===== config.mk =====
export PLATFORM = sky130hd
export DESIGN_NAME = ipd_stage
export DESIGN_NICKNAME = d
export VERILOG_FILES = /design/src/rtl/ipd_stage.sv
export SDC_FILE = /design/constraint.sdc
export NUM_CORES = 1
export LEC_CHECK = 0
export BUFFER_PORTS_ARGS = -buffer_cell sky130_fd_sc_hd__buf_2
export CAP_MARGIN = 20
export CORE_MARGIN = 1
export CORE_UTILIZATION = 36
export DETAILED_ROUTE_END_ITERATION = 8
export PLACE_DENSITY = 0.66
export SLEW_MARGIN = 10
export SYNTH_ARGS = -nofsm -noshare
export SYNTH_HDL_FRONTEND = slang
export SYNTH_SLANG_ARGS = --single-unit

===== constraint.sdc =====
create_clock -name clk -period 12.6 [get_ports clk]
set_input_delay 0.63 -clock clk [delete_from_list [all_inputs] [get_ports clk]]
set_output_delay 0.63 -clock clk [all_outputs]
set_load 0.03 [all_outputs]

===== src/rtl/ipd_stage.sv =====
// rtl/ipd_stage.sv - IPD stage: buffers the fetched instruction, pre-decodes branches, early-redirects B/BL
module ipd_stage #(
  parameter logic [31:0] RESET_PC = 32'h1c000000
) (
  input  logic        clk,
  input  logic        reset,
  input  logic        if_to_ipd_valid,
  input  logic [63:0] if_to_ipd_bus,
  output logic        ipd_allow_in,
  input  logic [31:0] inst_ram_r_data,
  input  logic        br_cancel,
  input  logic        id_allow_in,
  output logic        ipd_to_id_valid,
  output logic [31:0] ipd_pc,
  output logic [31:0] ipd_inst,
  output logic        ipd_is_br,
  output logic        ipd_is_cond,
  output logic        ipd_is_jirl,
  output logic [31:0] ipd_br_target,
  output logic        ipd_redirect_valid,
  output logic [31:0] ipd_redirect_pc
);

  typedef enum logic {RUN = 1'b0, WAIT_TGT = 1'b1} state_t;

  state_t      state;
  logic        ipd_valid;
  logic        fresh;
  logic [31:0] inst_buf;
  logic [31:0] pc_r;
  logic [31:0] pred_pc_r;
  logic [31:0] wait_pc;

  logic [31:0] in_pc;
  logic [31:0] in_pred_pc;
  logic        ready_go;
  logic        accept;
  logic        fire;
  logic [5:0]  opcode;
  logic        is_b_bl;
  logic [31:0] offs_sext;
  logic        go_wait;
  logic        waiting;
  logic [31:0] cmp_pc;
  logic        hit;

  assign in_pc      = if_to_ipd_bus[31:0];
  assign in_pred_pc = if_to_ipd_bus[63:32];

  assign ready_go        = (state == RUN);
  assign ipd_allow_in    = ~ipd_valid | (ready_go & id_allow_in);
  assign accept          = ipd_allow_in & if_to_ipd_valid & ~br_cancel;
  assign ipd_to_id_valid = ipd_valid & (state == RUN);
  assign fire            = ipd_to_id_valid & id_allow_in;

  // RAM data belongs to the entry only in the cycle right after its acceptance
  assign ipd_inst = fresh ? inst_ram_r_data : inst_buf;
  assign ipd_pc   = pc_r;

  assign opcode      = ipd_inst[31:26];
  assign is_b_bl     = (opcode == 6'b010100) | (opcode == 6'b010101);
  assign ipd_is_jirl = (opcode == 6'b010011);
  assign ipd_is_cond = (opcode >= 6'b010110) & (opcode <= 6'b011011);
  assign ipd_is_br   = is_b_bl | ipd_is_jirl | ipd_is_cond;

  assign offs_sext = is_b_bl ? {{6{ipd_inst[9]}}, ipd_inst[9:0], ipd_inst[25:10]}
                             : {{16{ipd_inst[25]}}, ipd_inst[25:10]};
  assign ipd_br_target = pc_r + {offs_sext[29:0], 2'b00};

  assign ipd_redirect_valid = fire & is_b_bl & ~br_cancel;
  assign ipd_redirect_pc    = ipd_br_target;

  // An entry accepted on the same edge as the redirect is already wrong-path unless it is the target
  assign go_wait = ipd_redirect_valid & (ipd_br_target != pred_pc_r);
  assign waiting = (state == WAIT_TGT) | go_wait;
  assign cmp_pc  = (state == WAIT_TGT) ? wait_pc : ipd_br_target;
  assign hit     = (in_pc == cmp_pc);

  always_ff @(posedge clk) begin
    if (reset) begin
      ipd_valid <= 1'b0;
      state     <= RUN;
      fresh     <= 1'b0;
      inst_buf  <= 32'h0;
      pc_r      <= RESET_PC;
      pred_pc_r <= RESET_PC;
      wait_pc   <= RESET_PC;
    end else if (br_cancel) begin
      ipd_valid <= 1'b0;
      state     <= RUN;
      fresh     <= 1'b0;
    end else begin
      if (fresh & ipd_valid)
        inst_buf <= inst_ram_r_data;
      fresh <= accept;
      if (accept) begin
        pc_r      <= in_pc;
        pred_pc_r <= in_pred_pc;
        ipd_valid <= waiting ? hit : 1'b1;
      end else if (fire) begin
        ipd_valid <= 1'b0;
      end
      if (go_wait) begin
        wait_pc <= ipd_br_target;
        state   <= WAIT_TGT;
      end
      if (accept & waiting & hit)
        state <= RUN;
    end
  end

endmodule


## Word level (Yosys, flattened, before mapping)

Index checks and enable logic that the tools add are counted.
Widths: inputs -> output; s select.

| word-level totals | value |
|---|---|
| input port bits | 101 |
| output and inout port bits | 134 |
| bits in registers | 131 |
| word-level logic and storage cells | 47 |

| operators by class | value |
|---|---|
| equal/unequal tests | 5 |
| add/subtract/negate cells | 1 |
| reductions and logical operators | 6 |
| multiplexer cells | 6 |
| bitwise operators | 20 |
| order comparisons | 2 |

Operator list:

| kind | count |
|---|---|
| $mux 32 | 2 |
| $add 32x32->32 | 1 |
| $eq 32x32->1 | 1 |
| $ne 32x32->1 | 1 |
| $mux 30 | 1 |
| $eq 6x5->1 const B | 3 |
| $and 1x1->1 | 12 |
| $ge 6x5->1 const B | 1 |
| $le 6x5->1 const B | 1 |
| $reduce_and 2->1 | 3 |
| $or 1x1->1 | 5 |
| $mux 1 | 3 |
| $not 1->1 | 3 |
| $reduce_or 3->1 | 1 |
| $reduce_bool 2->1 | 1 |
| $reduce_or 2->1 | 1 |

## Longest topological paths before layout

Gate-level depths: netlist (run 1).

| depth | value |
|---|---|
| depth after elaboration | 11 |
| mapped depth | 21 |
| depth with buffers taken out | 16 |

## Worst setup path before layout (run 1)

OpenSTA, ideal clock, no wires.

| timing | value |
|---|---|
| path kind | reg2reg |
| start point | register fresh |
| end point | register ipd_valid |
| stages on the path, launching flop included | 19 |
| setup time | 0.091 ns |
| required time | 12.509 ns |
| clock period less this slack | 6.001 ns |
| slack | 6.599 ns |
| arrival time | 5.910 ns |
| buffers on the path | 5 |
| cell sequence | dfxtp_1 > buf_4 > clkbuf_1 > clkbuf_1 > clkbuf_1 > mux2_2 > ha_1 > buf_2 > a21oi_1 > o21ai_0 > and2_1 > a211oi_1 > xnor2_1 > nand4_1 > or4_1 > nor4b_2 > a41oi_2 > or3b_1 > a311oi_1 |

| between the ends | value |
|---|---|
| elaborated cells between the ends (all ways) | 15 |
| classes of those cells | add/sub: 1; eq/ne: 4; mux: 5; bitwise: 5 |

RTL lines:

| element | RTL line | source |
|---|---|---|
| start: declaration | 28 | `logic fresh;` |
| start signal: assignment | 95 | `fresh <= accept;` |
| $mux 32 (*) | 57 | `assign ipd_inst = fresh ? inst_ram_r_data : inst_buf;` |
| net ipd_inst[16] | 15 | `output logic [31:0] ipd_inst,` |
| $mux 30 (*) | 66 | `assign offs_sext = is_b_bl ? {{6{ipd_inst[9]}}, ipd_inst[9:0], ipd_inst[25:10]}` |
| $add 32x32->32 (*) | 68 | `assign ipd_br_target = pc_r + {offs_sext[29:0], 2'b00};` |
| net ipd_br_target[11] | 19 | `output logic [31:0] ipd_br_target,` |
| $ne 32x32->1 | 74 | `assign go_wait = ipd_redirect_valid & (ipd_br_target != pred_pc_r);` |
| $and 1x1->1 | 74 |  |
| $or 1x1->1 | 75 | `assign waiting = (state == WAIT_TGT) \| go_wait;` |
| $mux 1 (*) | 99 | `ipd_valid <= waiting ? hit : 1'b1;` |
| $mux 1 (*) | 96 | `if (accept) begin` |
| end signal: assignment | 99 |  |
| end: declaration | 27 | `logic ipd_valid;` |

Mark *: on every way through the listed nets, which the timed path passes. The rest lies on a longest branch.
A chain may end at the register's enable or synchronous reset.

## Final worst setup path (run 1)

| timing | value |
|---|---|
| start point | register fresh |
| end point | register wait_pc[27] |

| between the ends | value |
|---|---|
| cells in the longest elaborated chain, start to end | 8 |
| elaborated cells between the ends (all ways) | 11 |
| classes of those cells | add/sub: 1; eq/ne: 3; mux: 2; bitwise: 4; reduce/logical: 1 |

RTL lines:

| element | RTL line | source |
|---|---|---|
| $mux 32 (*) | 57 |  |
| $eq 6x5->1 | 61 | `assign is_b_bl = (opcode == 6'b010100) \| (opcode == 6'b010101);` |
| $or 1x1->1 | 61 |  |
| $mux 30 | 66 |  |
| $add 32x32->32 | 68 |  |
| $ne 32x32->1 | 74 |  |
| $and 1x1->1 | 74 |  |
| $reduce_and 2->1 (no line) | - |  |
| end signal: assignment | 104 | `wait_pc <= ipd_br_target;` |
| end: declaration | 32 | `logic [31:0] wait_pc;` |

Every way passes the cells marked *; elsewhere a longest branch is shown, timed or not.

==> results.yml, run 1 <==
pwr:
  irDropWorstVdd_mv: 0.0677
  p_per_area_mw_per_mm2: 118
  design_power_total_uw: 1260
  static-leakage-power_uw: 0.00456
setup_path:
  rr_endpoint: "wait_pc[27]"
  setup.worst_path.class: "reg -> reg"
  ff2ff_setup_slack_ns: 6.22
  reg2regPathDepth: 15
  crit-reg2reg-launch: "fresh"
  worstSetupEndpointType: "flop"
  cell_breakdown_of_the_critical_path: "buf_4 > mux2_2 > ha_1 > fa_1 > a211oi_1 > o21a_1 > o21ai_1 > xnor2_1 > xnor2_1 > nand4_1 > or4_1 > nor4b_2 > a41oi_4 > buf_4 > a211o_1"
  worst_setup_path_start_kind: "flop"
  cp_slowest_stage_delay_ns: 0.76
  worst-endpoint-arrival_ns: 6.70
  cp-endpoint: "wait_pc[27]"
  worst_path_max_delay_cell: "sky130_fd_sc_hd__xnor2_1"
  crit_path_start: "fresh"
  critical_path.max_fanout: 28
  critPathRequiredTime_ns: 12.92
yosys:
  syn-mean-instance-area_um2: 7.78
  synth.yosys.seq_area_share_pct: 29.6
  synthesized_instance_count: 1140
  ys_dominant_reg_cell: "sky130_fd_sc_hd__dfxtp_1"
  ys_async_sr_fraction_pct: 0
  synth_edf_count: 0
  ys_seq_elements: 131
  post_syn_area_mm2: 0.00887
  synth.distinct_cells: 74
  syn_nets: 1272
  synth.yosys.warnings: 0
sta:
  timing.setup.tns_ns: 0
  layout_worst_path_cycle_share_pct: 50.7
  final.min_clock_period_ns: 6.38
  hold-worst-slack_ns: 0.415
  timing.max_slew.rel_slack_pct: 36.3
  final-hold-violation-count: 0
  setup_viol: 0
  final-max-slew-violation-count: 0
  worstMarginPinSlew_ns: 0.949
  timing.clock.skew_ns: 0.00794
  peak_clock_frequency_supported_by_timing_mhz: 157
  grt_setup_unrepaired: "false"
cts:
  tritoncts.num_buffers: 17
  tritoncts_clock_tree: "yes"
  cts_sinks: 131
  clk-insertion-delay-late_ns: 0.43
  clkTransAtPathRegs_ns: 0.06
  cts.repair_timing.setup_buffer_count: 0
  clock_path_buffers: 2
  htreeDepth: 4
  post_cts_hold_buffer_count: 0
  count_of_instances_resized_after_the_clock_tree_is_built: 0
  clock_tree.root_cell: "sky130_fd_sc_hd__clkbuf_16"
finish:
  multiInputGateArea_mm2: 0.00566
  number_of_nets_at_the_end_of_the_flow: 1433
  post_route_cells_drive_above_1_share_pct: 25.2
  layout-area-overhead-vs-synth_pct: 20.5
  fillerInstances: 2519
  share_of_the_core_filled_with_cells_in_the_final_layout_pct: 44.1
  sequential_cell_area_mm2: 0.00262
  insertedDiodeCount: 0
  fin_area_mm2: 0.0107
grt:
  grt_pass1_wl_um: 47300
  grt_max_degree: 70
  grtUsageTotal_pct: 24.3
  grt.overflow.total: 0
  grt_antenna_before_repair: 2
  grt_pass1_vias: 8126
floorplan:
  die_h_um: 159
  width_of_the_die_um: 159
  die_area_mm2: 0.0253
  floorplan.initialDensity_pct: 36.6
  fp-row-count: 57
  placeableCoreArea_mm2: 0.0242
  io_pins: 235
place:
  placedInstanceArea_mm2: 0.0100
  io_buffers: 234
  post-dp-hpwl_um: 24200
  place.gp.congestion: 0.947
min_path:
  worstHoldPathType: "in -> reg"
drt:
  routed-via-count: 8732
  drc: 0
  route.final.wire_length_um: 31100
  maxUsedRoutingLayer: "met5"
  met1_length_um: 14900
  drt_iter0_markers: 673
  wire_per_inst_um: 19.0
  drt_pre_antenna_iters: 7
  ant_nets: 0
  dr_wl_met2_um: 13500
  vias_per_cell: 5.33
  route.met3.wl_um: 1790
run_status:
  status: "completed"
job:
  number_of_max_cap_violations: 0
-- through the flow --
step / worst slack (ns) / std cells
6_report: 6.22 / 1637
5_1_grt: 5.87 / 1637
4_1_cts: 6.32 / 1636
3_5_place_dp: 6.36 / 1605
3_3_place_gp: 6.35 / 1605
2_1_floorplan: 6.60 / 1140
-- kinds of logic (layout without fill, tap and decap cells) --
family	count (synthesis)	after routing	share of synthesized area, %
flip-flops	131	131	29.6
AO/OA/AOI/OAI	245	245	17.1
buffers and inverters	123	296	6.82
AND/OR/NAND/NOR	432	432	22.2
multiplexers	78	78	9.40
XOR/XNOR	100	100	10.4
adder cells (fa/ha/maj)	31	31	4.46
-- flip-flops by register name, summed over array words and instances (netlist names) --
register,cells
fresh,1
wait_pc,32
pred_pc_r,32
ipd_pc,32
inst_buf,32
ipd_valid,1
state,1
-- cell type report --
type	count	area share, %
sequential	131	24.5
inverter	19	0.667
clock buffer	18	4.11
clock inverter	13	2.08
tap	324	3.79
timing repair buffer	246	11.9
multi-input combinational	886	52.9
-- layout by cell type, fill, tap and decap left out, types with 30 or more instances in the layout --
master	synthesis	routed
sky130_fd_sc_hd__nand2_1	240	240
sky130_fd_sc_hd__buf_2	10	233
sky130_fd_sc_hd__a21oi_1	133	133
sky130_fd_sc_hd__dfxtp_1	131	131
sky130_fd_sc_hd__nor2_1	61	61
sky130_fd_sc_hd__xnor2_1	54	54
sky130_fd_sc_hd__xor2_1	42	42
sky130_fd_sc_hd__mux2_2	40	40
sky130_fd_sc_hd__mux2i_1	37	37
sky130_fd_sc_hd__ha_1	30	30
-- worst min path at each step --
| stage | slack, ns | to | cells after the start | start |
|---|---|---|---|---|
| 6_report | 0.41 | pred_pc_r[26] | 3 | if_to_ipd_bus[58] |
| 5_1_grt | 0.42 | pred_pc_r[27] | 3 | if_to_ipd_bus[59] |
| 4_1_cts | 0.40 | pred_pc_r[26] | 3 | if_to_ipd_bus[58] |
| 3_5_place_dp | 0.45 | inst_buf[4] | 2 | inst_buf[4] |
| 3_3_place_gp | 0.44 | inst_buf[1] | 2 | inst_buf[1] |
| 2_1_floorplan | 0.43 | inst_buf[0] | 2 | inst_buf[0] |
-- cells in the mapped netlist, drive strengths merged, types with 7 or more instances --
cell / n / share of area [%]
o21ai: 28 / 1.6
nand2b: 7 / 0.49
mux2i: 38 / 4.3
nor4: 7 / 0.56
inv: 19 / 0.80
and3: 8 / 0.56
nor2b: 9 / 0.63
and2: 7 / 0.49
nor3: 13 / 0.73
buf: 52 / 3.8
nor2: 62 / 2.7
ha: 30 / 4.2
dfxtp: 131 / 30
clkbuf: 52 / 2.2
nand3: 28 / 1.6
xnor2: 55 / 5.5
nand2: 240 / 10
xor2: 42 / 4.1
nand3b: 9 / 0.76
o21a: 11 / 0.93
nand4: 17 / 1.3
nor4b: 8 / 0.86
a21oi: 134 / 7.6
mux2: 40 / 5.1
-- report_power, final --
part / internal (uW) / switching [uW]
sequential: 425 / 11.3
combinational: 86.6 / 177
clock: 360 / 200
total: 871 / 388
-- critical path, delay by kind of cell, from the launching register on --
kind	cells	cell delay, ns
compound gates	5	1.58
xor+xnor	2	0.96
fa+ha+maj	2	0.70
buf+inv	2	0.81
flops	1	0.68
mux	1	0.45
simple gates	3	1.08
-- routing by layer --
metal,track usage (%),vias to the layer above
met5,0,-
met4,9.83,4
met3,4.38,54
met2,36.8,311
met1,34.0,4093
li1,-,4270
(Power assumes the default switching activity.)
==> inputs of run 2 (changes only) <==
==> constraint.sdc (replaced) <==
create_clock -name clk -period 6.35 [get_ports clk]
set_input_delay 0.3175 -clock clk [delete_from_list [all_inputs] [get_ports clk]]
set_output_delay 0.3175 -clock clk [all_outputs]
set_load 0.03 [all_outputs]
==> run 2 against run 1 <==
Compared with the run above: clock-buffer cell count did not move; register-to-register slack worse by 5.7 ns; via count is 0.10% lower; total power up 91%; die area did not move; clock power grew 80%; clock skew increased by 0.0022 ns; setup slack got worse by 5.7 ns; critical path type unchanged; largest cell class unchanged.
==> results.yml, run 2 (synthesized netlist as in run 1, its figures left out) <==
run_status:
  status: "completed"
sta:
  setup_viol: 0
  timing.setup.tns_ns: 0
  layout_worst_path_cycle_share_pct: 92.5
  timing.clock.skew_ns: 0.0101
  final.min_clock_period_ns: 5.87
  timing.max_slew.rel_slack_pct: 38.1
  final.setup.worst_slack_ns: 0.479
  hold-worst-slack_ns: 0.107
  final-max-slew-violation-count: 0
  peak_clock_frequency_supported_by_timing_mhz: 170
  worstMarginPinSlew_ns: 0.929
  final-hold-violation-count: 0
  grt_setup_unrepaired: "false"
drt:
  drt_pre_antenna_iters: 5
  ant_nets: 0
  routed-via-count: 8723
  route.final.wire_length_um: 31400
  drt_iter0_markers: 706
  drc: 0
  wire_per_inst_um: 19.0
  vias_per_cell: 5.30
floorplan:
  fp-row-count: 57
  placeableCoreArea_mm2: 0.0242
  die_area_mm2: 0.0253
  floorplan.initialDensity_pct: 36.6
  die_h_um: 159
  io_pins: 235
  width_of_the_die_um: 159
cts:
  tritoncts_clock_tree: "yes"
  cts.repair_timing.setup_buffer_count: 0
  cts_sinks: 131
  htreeDepth: 4
  clkTransAtPathRegs_ns: 0.06
  clock_path_buffers: 2
  post_cts_hold_buffer_count: 0
  count_of_instances_resized_after_the_clock_tree_is_built: 0
  clk-insertion-delay-late_ns: 0.43
  clock_tree.root_cell: "sky130_fd_sc_hd__clkbuf_16"
  tritoncts.num_buffers: 17
grt:
  grt_antenna_before_repair: 1
  grt.overflow.total: 0
  grt_max_degree: 83
  grt_pass1_wl_um: 47400
  grtUsageTotal_pct: 24.3
  grt_pass1_vias: 8098
place:
  dp_worst_setup_slack_ns: 0.582
  placedInstanceArea_mm2: 0.0101
  io_buffers: 234
  place.gp.congestion: 0.907
  post-dp-hpwl_um: 24200
setup_path:
  setup.worst_path.class: "reg -> reg"
  cp_slowest_stage_delay_ns: 0.58
  worst_path_max_delay_cell: "sky130_fd_sc_hd__dfxtp_1"
  critical_path.max_fanout: 18
  worst-endpoint-arrival_ns: 6.20
  worst_path_dominant_cell_family: "compound AO/OA/AOI/OAI gates"
  critPathRequiredTime_ns: 6.68
  worstSetupEndpointType: "flop"
  cell_breakdown_of_the_critical_path: "buf_4 > mux2_2 > ha_1 > fa_1 > a211oi_1 > o21a_1 > o21ai_0 > xor2_1 > xor2_1 > a21oi_1 > or4b_1 > nor4b_2 > a41oi_4 > buf_4 > or3b_1 > a311oi_1"
  reg2regPathDepth: 16
  crit_cells: 16
  cp_num_buf_inv: 2
  worst_setup_path_start_kind: "flop"
min_path:
  worstHoldPathType: "in -> reg"
  hold_depth: 3
finish:
  insertedDiodeCount: 0
  fillerInstances: 2511
  layout_commonest_cell: "sky130_fd_sc_hd__nand2_1"
  final_cell_mix: "sky130_fd_sc_hd__nand2_1 (240), sky130_fd_sc_hd__buf_2 (233), sky130_fd_sc_hd__a21oi_1 (133)"
  number_of_nets_at_the_end_of_the_flow: 1443
  fin_area_mm2: 0.0107
  sequential_cell_area_mm2: 0.00262
  multiInputGateArea_mm2: 0.00566
  layout-area-overhead-vs-synth_pct: 20.6
  share_of_the_core_filled_with_cells_in_the_final_layout_pct: 44.1
  post_route_cells_drive_above_1_share_pct: 25.8
job:
  number_of_max_cap_violations: 0
pwr:
  static-leakage-power_uw: 0.00458
  irDropWorstVdd_mv: 0.138
  p_per_area_mw_per_mm2: 225
[run 2: per-layer routing]
layer	GRT usage [%]	part of all wire [%]	vias up
met5	0	0.038	-
met4	6.99	1.8	2
met3	4.09	6.2	35
met2	37.6	44	314
met1	34.5	48	4085
li1	-	-	4287
[run 2: report_power, final]
group / switching [uW] / total, uW / leakage (uW) / internal (uW)
logic: 351 / 528 / 0.00323 / 177
clock network: 388 / 1010 / 0.000292 / 625
registers: 21.9 / 865 / 0.00106 / 843
[run 2: worst paths after layout]
kind	startpoint	endpoint	slack, ns
worst max-delay path	fresh	ipd_valid	0.48
worst min-delay path	if_to_ipd_bus[58]	pred_pc_r[26]	0.11
worst max register to register	fresh	ipd_valid	0.48
worst min register to register	inst_buf[6]	inst_buf[6]	0.45
[run 2: per-stage QoR]
stage                     total power, uW  cells
after floorplan                      1240   1140
after CTS                            2420   1646
after detailed placement             1410   1615
after global placement               1410   1615
after global routing                 2490   1647
final                                2410   1647
[run 2: cell type report]
cell class / count / share of cell area, %
sequential: 131 / 24.5
tap: 324 / 3.79
multi-input combinational: 886 / 52.9
timing repair buffer: 256 / 12.6
clock buffer: 18 / 4.10
inverter: 19 / 0.666
clock inverter: 13 / 1.50
[run 2: worst reg2reg max path: stages (launching register included)]
cell and delay (ns):
sky130_fd_sc_hd__dfxtp_1 0.58, sky130_fd_sc_hd__buf_4 0.33, sky130_fd_sc_hd__mux2_2 0.45, sky130_fd_sc_hd__ha_1 0.26, sky130_fd_sc_hd__fa_1 0.46, sky130_fd_sc_hd__a211oi_1 0.42
sky130_fd_sc_hd__o21a_1 0.29, sky130_fd_sc_hd__o21ai_0 0.13, sky130_fd_sc_hd__xor2_1 0.54, sky130_fd_sc_hd__xor2_1 0.25, sky130_fd_sc_hd__a21oi_1 0.18, sky130_fd_sc_hd__or4b_1 0.47
sky130_fd_sc_hd__nor4b_2 0.38, sky130_fd_sc_hd__a41oi_4 0.17, sky130_fd_sc_hd__buf_4 0.26, sky130_fd_sc_hd__or3b_1 0.36, sky130_fd_sc_hd__a311oi_1 0.25
==> inputs of run 3 (changes only) <==
==> constraint.sdc (replaced) <==
create_clock -name clk -period 6.7 [get_ports clk]
set_input_delay 0.335 -clock clk [delete_from_list [all_inputs] [get_ports clk]]
set_output_delay 0.335 -clock clk [all_outputs]
set_load 0.03 [all_outputs]
==> run 3 against run 2 <==
Compared with the run above: clock-buffer cell count fell by 1; wire length shrank 0.96%; setup slack improved by 0.069 ns; highest routed layer unchanged; sequential power is 5.2% lower; critical path type unchanged; final cell count down 0.18%; combinational power shrank 5.7%; design area up 0.11%.
==> results.yml, run 3 (synthesized netlist as in run 1, its figures left out) <==
run_status:
  status: "completed"
setup_path:
  reg2regPathDepth: 16
  ff2ff_setup_slack_ns: 0.55
  worst-endpoint-arrival_ns: 6.43
  worst_setup_path_start_kind: "flop"
  critPathRequiredTime_ns: 6.98
  crit-reg2reg-launch: "fresh"
  critical_path.max_fanout: 19
  rr_endpoint: "wait_pc[9]"
  worstSetupEndpointType: "flop"
  setup.worst_path.class: "reg -> reg"
sta:
  layout_worst_path_cycle_share_pct: 91.8
  worstMarginPinSlew_ns: 0.984
  timing.max_slew.rel_slack_pct: 34.2
  setup_viol: 0
  peak_clock_frequency_supported_by_timing_mhz: 163
  timing.setup.tns_ns: 0
  grt_setup_unrepaired: "false"
  final-max-slew-violation-count: 0
  final.min_clock_period_ns: 6.15
  final-hold-violation-count: 0
  timing.clock.skew_ns: 0.0104
drt:
  drt_pre_antenna_iters: 5
  route.final.wire_length_um: 31100
  vias_per_cell: 5.35
  ant_nets: 0
  drt_iter0_markers: 733
  wire_per_inst_um: 18.9
  drc: 0
  routed-via-count: 8796
cts:
  clkTransAtPathRegs_ns: 0.06
  tritoncts_clock_tree: "yes"
  post_cts_hold_buffer_count: 0
  count_of_instances_resized_after_the_clock_tree_is_built: 0
  htreeDepth: 4
  clock_path_buffers: 2
  clk-insertion-delay-late_ns: 0.43
  cts.repair_timing.setup_buffer_count: 0
  clock_tree.root_cell: "sky130_fd_sc_hd__clkbuf_16"
  cts_sinks: 131
  tritoncts.num_buffers: 17
floorplan:
  width_of_the_die_um: 159
  floorplan.initialDensity_pct: 36.6
  die_h_um: 159
  io_pins: 235
  placeableCoreArea_mm2: 0.0242
  fp-row-count: 57
  die_area_mm2: 0.0253
finish:
  number_of_nets_at_the_end_of_the_flow: 1439
  fillerInstances: 2512
  layout_commonest_cell: "sky130_fd_sc_hd__nand2_1"
  insertedDiodeCount: 0
  post_route_cells_drive_above_1_share_pct: 25.6
  final_cell_mix: "sky130_fd_sc_hd__nand2_1 (240), sky130_fd_sc_hd__buf_2 (233), sky130_fd_sc_hd__a21oi_1 (133)"
  layout-area-overhead-vs-synth_pct: 20.7
  stdcell_count: 1644
grt:
  grt.overflow.total: 0
  grt_max_degree: 79
  grt_pass1_vias: 8184
  grt_pass1_wl_um: 47600
  grtUsageTotal_pct: 24.2
  grt_antenna_before_repair: 1
job:
  number_of_max_cap_violations: 0
pwr:
  static-leakage-power_uw: 0.00458
  irDropWorstVdd_mv: 0.133
  p_per_area_mw_per_mm2: 216
place:
  post-dp-hpwl_um: 24100
  place.gp.congestion: 0.924
  dp.cells: 1612
  io_buffers: 234
min_path:
  hold-path-endpoint: "pred_pc_r[27]"
  worstHoldPathType: "in -> reg"
  hold_depth: 3
  holdCritStartpoint: "if_to_ipd_bus[59]"
## run 3: cell types whose count changed in the layout (fill, tap and decap cells not counted)
cell | before | now
sky130_fd_sc_hd__inv_6 | 1 | 5
sky130_fd_sc_hd__clkinv_2 | 4 | 0
sky130_fd_sc_hd__buf_16 | 0 | 1
sky130_fd_sc_hd__inv_8 | 0 | 1
sky130_fd_sc_hd__buf_4 | 22 | 17
sky130_fd_sc_hd__clkinv_4 | 3 | 4
sky130_fd_sc_hd__clkbuf_8 | 1 | 0
## run 3: where the power goes
| part | switching [uW] | total [uW] | internal, uW |
|---|---|---|---|
| combinational | 332 | 498 | 166 |
| sequential | 21.2 | 820 | 799 |
| clock | 403 | 999 | 596 |
| total | 756 | 2320 | 1560 |
## run 3: how the worst max path moves through the flow
stage,startpoint,end
after floorplan,fresh,ipd_valid
after global placement,fresh,ipd_valid
after detailed placement,fresh,ipd_valid
after CTS,fresh,ipd_valid
after global routing,fresh,wait_pc[9]
final,fresh,wait_pc[9]
## run 3: metrics by stage
step | util, % | worst slack [ns] | hold WS, ns | cell area (um2) | total power (uW)
floorplan | - | 0.699 | 0.407 | 8870 | 1180
finish | 44.2 | 0.549 | 0.116 | 10700 | 2320
global route | 44.2 | 0.257 | 0.118 | 10700 | 2400
CTS | 44.2 | 0.567 | 0.106 | 10700 | 2330
global placement | 41.5 | 0.680 | 0.439 | 10100 | 1330
detailed placement | 41.6 | 0.613 | 0.447 | 10100 | 1330
## run 3: area by class of cell
type | instances | area, um2 | share of cell area [%]
Multi-Input combinational cell | 886 | 5660 | 52.8
Sequential cell | 131 | 2620 | 24.5
Timing Repair Buffer | 252 | 1340 | 12.5
Clock buffer | 17 | 425 | 3.97
Tap cell | 324 | 405 | 3.78
Clock inverter | 15 | 195 | 1.82
Inverter | 19 | 71.3 | 0.666
## run 3: worst max-delay path: stages (launching register included)
cell and delay, ns:
sky130_fd_sc_hd__dfxtp_1 0.69, sky130_fd_sc_hd__buf_4 0.33, sky130_fd_sc_hd__mux2_2 0.43, sky130_fd_sc_hd__ha_1 0.26, sky130_fd_sc_hd__fa_1 0.46, sky130_fd_sc_hd__a211oi_1 0.42, sky130_fd_sc_hd__o21a_1 0.34, sky130_fd_sc_hd__o21ai_0 0.14
sky130_fd_sc_hd__xor2_1 0.53, sky130_fd_sc_hd__xor2_1 0.21, sky130_fd_sc_hd__a21oi_1 0.18, sky130_fd_sc_hd__or4b_1 0.46, sky130_fd_sc_hd__nor4b_2 0.38, sky130_fd_sc_hd__a41oi_4 0.43, sky130_fd_sc_hd__buf_4 0.40, sky130_fd_sc_hd__mux2i_1 0.22
sky130_fd_sc_hd__nor2_1 0.06
## run 3: metal layers
metal  vias to the layer above  global-route usage (%)  wire, um
li1                       4289                       -         -
met1                      4138                    34.0     14800
met2                       323                    37.0     13400
met3                        44                    4.48      1980
met4                         2                    8.48       762
met5                         -                       0        14
